`src/rtl/tb_doutb_map_pkg.sv`:
```
// Shared definitions for the temp-buffer port-B mappers (read and write side).
//
// Contents:
//   dir_e       - lane-ordering direction carried on TB_doutb_sel / TB_dinb_sel
//   RSA_DW_DEF  - default lane data width in bits
//   src_lane()  - which temp-buffer lane feeds array-edge lane i for a direction
package tb_doutb_map_pkg;

  typedef enum logic [1:0] {
    DIR_IDLE = 2'b00,
    DIR_POS  = 2'b01,
    DIR_NEG  = 2'b10,
    DIR_NEW  = 2'b11
  } dir_e;

  localparam int RSA_DW_DEF = 16;

  // Forward direction keeps lane order; reverse direction mirrors it across
  // the X edge lanes (lanes beyond X are never referenced).
  function automatic int src_lane(input int i, input int x, input logic neg);
    return neg ? (x - 1 - i) : i;
  endfunction

endpackage

```
`src/rtl/tb_doutb_map_skew_delay_line.sv`:
```
// skew_delay_line: depth-D, width-W register chain with a valid bit that
// travels alongside the data.
//
// Ports:
//   clk       in   system clock
//   rst       in   asynchronous, active-high reset
//   in_data   in   W-bit data entering the chain
//   in_vld    in   valid qualifying in_data
//   out_data  out  in_data delayed by D cycles (D=0: combinational pass-through)
//   out_vld   out  in_vld delayed by D cycles
//   pend_nxt  out  OR of the valid bits the chain will hold after the next
//                  edge; lets the parent register an exact busy flag
module skew_delay_line
  import tb_doutb_map_pkg::*;
#(
  parameter int D = 1,
  parameter int W = RSA_DW_DEF
) (
  input  logic         clk,
  input  logic         rst,
  input  logic [W-1:0] in_data,
  input  logic         in_vld,
  output logic [W-1:0] out_data,
  output logic         out_vld,
  output logic         pend_nxt
);

  generate
    if (D == 0) begin : g_thru
      // Lane 0 has no extra delay; the clock and reset are not needed here.
      logic unused_clk_rst;
      assign unused_clk_rst = clk ^ rst;

      assign out_data = in_data;
      assign out_vld  = in_vld;
      assign pend_nxt = 1'b0;
    end else begin : g_chain
      logic [W-1:0] data_q [D];
      logic [D-1:0] vld_q;
      logic [D-1:0] vld_nxt;

      // Next-state view of the valid chain, shared by the register and pend_nxt.
      always_comb begin
        vld_nxt[0] = in_vld;
        for (int k = 1; k < D; k++) begin
          vld_nxt[k] = vld_q[k-1];
        end
      end

      // NOTE: the data chain is reset too, so a mid-burst reset leaves no
      // stale row that could reappear on the array edge.
      always_ff @(posedge clk or posedge rst) begin
        if (rst) begin
          for (int k = 0; k < D; k++) begin
            data_q[k] <= '0;
          end
          vld_q <= '0;
        end else begin
          data_q[0] <= in_data;
          for (int k = 1; k < D; k++) begin
            data_q[k] <= data_q[k-1];
          end
          vld_q <= vld_nxt;
        end
      end

      assign out_data = data_q[D-1];
      assign out_vld  = vld_q[D-1];
      assign pend_nxt = |vld_nxt;
    end
  endgenerate

endmodule

```
`config.mk`:
```
export PLATFORM = sky130hd
export DESIGN_NAME = skew_delay_line
export DESIGN_NICKNAME = d
export VERILOG_FILES = /design/src/rtl/tb_doutb_map_pkg.sv /design/src/rtl/tb_doutb_map_skew_delay_line.sv
export SDC_FILE = /design/constraint.sdc
export NUM_CORES = 1
export LEC_CHECK = 0
export ABC_AREA = 1
export CELL_PAD_IN_SITES_DETAIL_PLACEMENT = 2
export CELL_PAD_IN_SITES_GLOBAL_PLACEMENT = 2
export CORE_MARGIN = 2
export CORE_UTILIZATION = 18
export CTS_CLUSTER_DIAMETER = 100
export CTS_CLUSTER_SIZE = 10
export DETAILED_ROUTE_END_ITERATION = 8
export PLACE_DENSITY_LB_ADDON = 0.1
export SETUP_SLACK_MARGIN = 0.4
export SYNTH_ARGS = -nofsm -noshare
export SYNTH_HDL_FRONTEND = slang
export SYNTH_SLANG_ARGS = --single-unit
```
`constraint.sdc`:
```
create_clock -name clk -period 0.8 [get_ports clk]
set_clock_uncertainty 0.1 [all_clocks]
set_input_delay 0.16 -clock clk [delete_from_list [all_inputs] [get_ports clk]]
set_output_delay 0.16 -clock clk [all_outputs]
set_load 0.005 [all_outputs]
```
# Word-level counts from Yosys, hierarchy flattened
# Cells that the tools add are included.
# W data, S select, Z words.
[totals] output_inout_bits=18 register_bits=17 elab_cells=2

# Depth between registers and ports, before layout
# Gate-level depths: netlist (run 1).
[logic_depth] word_depth=0 mapped_depth=1 mapped_depth_nobuf=1

# Worst setup path after synthesis (run 1)
# No wires, ideal clock.
[synth_path] path_type="register -> output" start="register g_chain.data_q (netlist bit out_data[0])" end="output out_data[0]" setup_slack_ns=0.191 required_time_ns=0.540 n_path_buf=0 t_arrival_ns=0.349 stages_incl_launch_ff=1 cell_sequence="dfrtp_1"
[synth_rtl] item="start: declaration" line_no="tb_doutb_map_skew_delay_line.sv:38" source="logic [W-1:0] data_q [D];"
[synth_rtl] item="start signal: indexed assignment" line_no="tb_doutb_map_skew_delay_line.sv:61" source="data_q[k] <= data_q[k-1];"
[synth_rtl] item="end: declaration" line_no="tb_doutb_map_skew_delay_line.sv:23" source="output logic [W-1:0] out_data,"
# No word-level cell between the ends.

# Worst setup path after layout (run 1)
[layout_path] start="register g_chain.data_q (netlist bit out_data[5])" end="output out_data[5]"
# No word-level cell between the ends.

==> impl_metrics.env, run 1 <==
export IMPL_track_usage=0.0965
export IMPL_hold_ws_ps=-37.1
export IMPL_synth_cell_type_count=3
export IMPL_cp_max_fo=1
export IMPL_power_leakage_nw=0.436
export IMPL_fp_dieW_um=53.3
export IMPL_clk_pin_slew_ps=100
export IMPL_crit_type="flip-flop to primary output"
export IMPL_worstPathArrival_ps=790
export IMPL_die_area_mm2=0.00284
export IMPL_drive_gt1_frac=0.453
export IMPL_vdd_drop_max_uv=975
export IMPL_syn_area_um2=437
export IMPL_hold_violations=27
export IMPL_final_cell_mix="17 x dlygate4sd2_1, 17 x dfrtp_1, 17 x buf_2, 3 x clkbuf_4, 3 x buf_4"
export IMPL_outcome="finished with violations"
export IMPL_antennaDiodeCount=0
export IMPL_ys_warn_count=0
export IMPL_fin_ws_ps=-250
export IMPL_final_antenna_net_count=0
export IMPL_start_util=0.194
export IMPL_tritoncts="yes"
export IMPL_synth_seq_area_share=0.974
export IMPL_drc=0
export IMPL_crit_path_end_kind="primary output"
export IMPL_hold_class="primary input to flip-flop"
export IMPL_viasPerCell=3.71
export IMPL_grt_pass1_wl_um=1810
export IMPL_required_ps=540
export IMPL_crit_slowest_cell="dfrtp_1"
export IMPL_port_buffers=36
export IMPL_finalCriticalPeriod_ps=1050
export IMPL_drv_slew=0
export IMPL_avgRoutedWirePerCell_um=13.0
export IMPL_max_stage_delay_ps=370
export IMPL_rows=17
export IMPL_grt_start_max_net_pins=10
export IMPL_comb_multi_input_count=0
export IMPL_via_count=341
export IMPL_syn_to_final_growth_pct=94.6
export IMPL_core_region_area_mm2=0.00225
export IMPL_path_buf_inv=1
export IMPL_violations="negative hold slack, negative setup slack"
export IMPL_maxSlewHeadroom=0.928
export IMPL_crit_family="flip-flops"
export IMPL_setup_violations=17
export IMPL_htreeDepth=1
export IMPL_rsz0062_at_grt="true"
export IMPL_synth_seq_cells=17
export IMPL_synth_avg_cell_area_um2=23.0
export IMPL_netlist_instances=19
export IMPL_worst_slew_pin_slew_ps=108
export IMPL_clock_path_buffers=2
export IMPL_fillers=253
export IMPL_setup_tns_ps=-4050
export IMPL_totalPowerFinal_mw=1.56
export IMPL_cts_buffers=3
export IMPL_ios=37
export IMPL_initialDrtViolationCount=0
export IMPL_cts_root_buf="clkbuf_4"
export IMPL_fin_crit_sh=1.31
export IMPL_fmax_mhz=952
export IMPL_dr_pass1_iters=1
export IMPL_start_kind="flip-flop"
export IMPL_synth_net_count=38
export IMPL_wl_um=1200
export IMPL_cts_sinks=17
export IMPL_antenna_found_initial=0
export IMPL_fp_dieH_um=53.3
export IMPL_max_cap_violations=0
export IMPL_multi_input_area_um2=0
export IMPL_overflow=0
export IMPL_power_density_mw_per_mm2=1840
export IMPL_gp_congestion=0.583
export IMPL_first_global_vias=405
export IMPL_path_cells="buf_2"
export IMPL_nNetsFinal=84
[metal layers]
metal | wire [um] | global-route usage | vias to the layer above
li1 | - | - | 147
met1 | 383 | 0.0888 | 172
met2 | 695 | 0.171 | 20
met3 | 100 | 0.0395 | 2
met4 | 14 | 0.0641 | 0
met5 | 0 | 0 | -
[final cells by class]
| cell class | instances | area, um2 | share of cell area |
|---|---|---|---|
| well taps | 28 | 35.0 | 0.0412 |
| clock buffers | 4 | 26.3 | 0.0309 |
| flip-flops and latches | 17 | 425 | 0.501 |
| inverters | 1 | 7.51 | 0.00884 |
| repair buffers | 42 | 355 | 0.418 |
[per-stage QoR]
step                setup slack (ps)  area [um2]   util  cells
floorplan                        191         444      -     19
global placement                -594         868  0.385     84
detailed placement              -624         868  0.385     84
CTS                             -267         838  0.372     91
global route                    -307         850  0.377     92
finish                          -250         850  0.377     92
[cells by family after synthesis]
group                  count (synthesis)  share of synthesized area
DFF                                   17                      0.974
buffers and inverters                  2                     0.0258
[state kept, by name, indices dropped and copies added, names as in the netlist]
name      flops
out_data     16
out_vld       1
[report_power, final]
group / leakage (nW) / switching, mW / total, mW / internal [mW]
logic: 0.223 / 0.0626 / 0.192 / 0.130
registers: 0.198 / 0.0101 / 0.912 / 0.901
clock network: 0.0150 / 0.262 / 0.456 / 0.194
[final timing paths]
kind | startpoint | endpoint | slack, ps | cells after the start
setup / recovery | out_data[5] | out_data[5] | -250 | 1
hold / removal | in_vld | out_vld | -40 | 2
max in group asynchronous | rst | out_data[1] | 480 | 3
min in group asynchronous | rst | out_data[6] | -10 | 4
[synthesized netlist by cell type]
master / instances / area [um2]
buf_4: 1 / 7.51
dfrtp_1: 17 / 425
inv_1: 1 / 3.75
[timing repair]
| item | in CTS | in global routing |
|---|---|---|
| hold endpoints to repair | 21 | 29 |
| cloned | 1 | 0 |
| buffers inserted | 2 | 1 |
| gates resized for setup | 95 | 1 |
| setup endpoints to repair | 52 | 18 |
| pin swaps | 0 | 0 |
Power figures use the tool's default switching activity.
==> run 2, diff against run 1 <==
CORE_ASPECT_RATIO = 1.4   (was unset)
==> run 2 against run 1 <==
- the run still ends with negative hold slack, negative setup slack left
- non-clock buffer count decreased by 4
- worst setup slack barely moved
- largest power group unchanged
- cell count is 9.8% lower
- die area is 0.19% higher
- count of clock-buffer cells in the layout fell by 1
- critical endpoint is now out_data[14]
==> impl_metrics.env, run 2 (synthesis gave the netlist of run 1 again) <==
export IMPL_hold_violations=26
export IMPL_cts_buffers=3
export IMPL_crit_family="flip-flops"
export IMPL_rows=21
export IMPL_antennaDiodeCount=0
export IMPL_viasPerCell=3.92
export IMPL_multi_input_area_um2=0
export IMPL_hold_ws_ps=-115
export IMPL_min_path_cells=1
export IMPL_track_usage=0.0899
export IMPL_initialDrtViolationCount=1
export IMPL_clk_pin_slew_ps=100
export IMPL_first_global_vias=375
export IMPL_largest_reg_flops=16
export IMPL_antenna_found_initial=0
export IMPL_worstPathArrival_ps=790
export IMPL_cts_sinks=17
export IMPL_fin_crit_sh=1.31
export IMPL_hpwl_um=944
export IMPL_ios=37
export IMPL_holdPathEnd="out_vld"
export IMPL_fillers=251
export IMPL_final_cell_mix="17 x dlygate4sd2_1, 17 x dfrtp_1, 17 x buf_2, 3 x clkbuf_4"
export IMPL_drt_met1_wl_um=351
export IMPL_finalCriticalPeriod_ps=1050
export IMPL_via_count=325
export IMPL_port_buffers=36
export IMPL_fmax_mhz=952
export IMPL_clock_path_buffers=2
export IMPL_final_area_um2=786
export IMPL_comb_multi_input_count=0
export IMPL_die_area_mm2=0.00284
export IMPL_grt_start_max_net_pins=11
export IMPL_fin_ws_ps=-250
export IMPL_nNetsFinal=80
export IMPL_grt_pass1_wl_um=1800
export IMPL_dr_pass1_iters=2
export IMPL_setup_tns_ps=-4000
export IMPL_route_met3_wl_um=132
export IMPL_crit_slowest_cell="dfrtp_1"
export IMPL_cp_max_fo=1
export IMPL_power_density_mw_per_mm2=1930
export IMPL_fp_dieH_um=62.3
export IMPL_gp_congestion=0.669
export IMPL_fp_dieW_um=45.6
export IMPL_met2WireLength_um=650
export IMPL_power_leakage_nw=0.403
export IMPL_syn_to_final_growth_pct=79.9
export IMPL_htreeDepth=1
export IMPL_worst_slew_pin_slew_ps=111
export IMPL_top_layer="met4"
export IMPL_crit_type="flip-flop to primary output"
export IMPL_overflow=0
export IMPL_violations="negative hold slack, negative setup slack"
export IMPL_hold_class="primary input to flip-flop"
export IMPL_max_stage_delay_ps=380
export IMPL_wl_um=1140
export IMPL_path_cells="buf_2"
export IMPL_maxSlewHeadroom=0.926
export IMPL_start_kind="flip-flop"
export IMPL_setup_violations=17
export IMPL_fin_util=0.336
export IMPL_path_buf_inv=1
export IMPL_max_cap_violations=0
export IMPL_min_from="in_vld"
export IMPL_rsz0062_at_grt="true"
export IMPL_tritoncts="yes"
export IMPL_drive_gt1_frac=0.433
export IMPL_drv_slew=0
export IMPL_outcome="finished with violations"
export IMPL_start_util=0.187
export IMPL_drc=0
export IMPL_final_antenna_net_count=0
export IMPL_dpl_cell_area_um2=862
export IMPL_core_region_area_mm2=0.00234
export IMPL_required_ps=540
export IMPL_crit_path_end_kind="primary output"
export IMPL_vdd_drop_max_uv=666
export IMPL_cts_root_buf="clkbuf_4"
export IMPL_avgRoutedWirePerCell_um=13.7
==> run 2: changes by cell type in the layout (fill, tap and decap cells not counted), sizes merged <==
| cell | delta |
|---|---|
| clkbuf | -1 |
| bufbuf | -1 |
| clkinv | +1 |
| buf | -3 |
==> run 2: worst max-delay path by stage <==
stage                       from      endpoint  cells after the start
floorplan            out_data[0]   out_data[0]                      0
global placement          in_vld      pend_nxt                      2
detailed placement        in_vld      pend_nxt                      2
CTS                 out_data[14]  out_data[14]                      1
global route        out_data[14]  out_data[14]                      1
finish              out_data[14]  out_data[14]                      1
==> run 2: repair_timing <==
action / in CTS / in global routing
endpoints found under the setup margin: 52 / 18
buffers inserted: 0 / 0
gates resized for setup: 93 / 0
endpoints found under the hold margin: 33 / 33
==> run 2: cell type report <==
type / instances / area (um2) / share of cell area
clock buffers: 3 / 22.5 / 0.0287
well taps: 23 / 28.8 / 0.0366
inverters: 1 / 7.51 / 0.00955
clock inverters: 1 / 5.00 / 0.00637
flip-flops and latches: 17 / 425 / 0.541
repair buffers: 38 / 297 / 0.377
==> run 2: routing by layer <==
metal / vias to the layer above / GRT usage
li1: 137 / -
met1: 161 / 0.0870
met5: - / 0
met2: 25 / 0.158
met3: 2 / 0.0291
met4: 0 / 0.0441
==> run 2: stage by stage <==
stage	worst slack, ps	cells	total power, mW
2_1_floorplan	191	19	0.956
3_3_place_gp	-592	79	1.16
3_5_place_dp	-619	79	1.17
4_1_cts	-275	83	1.56
5_1_grt	-313	83	1.63
6_report	-250	83	1.52
==> run 2: power by group <==
group | switching [mW] | internal, mW | leakage (nW) | total, mW
Sequential | 0.0105 | 0.901 | 0.198 | 0.912
Clock | 0.260 | 0.185 | 0.0177 | 0.445
Combinational | 0.0590 | 0.0997 | 0.187 | 0.159
Total | 0.329 | 1.19 | 0.403 | 1.52
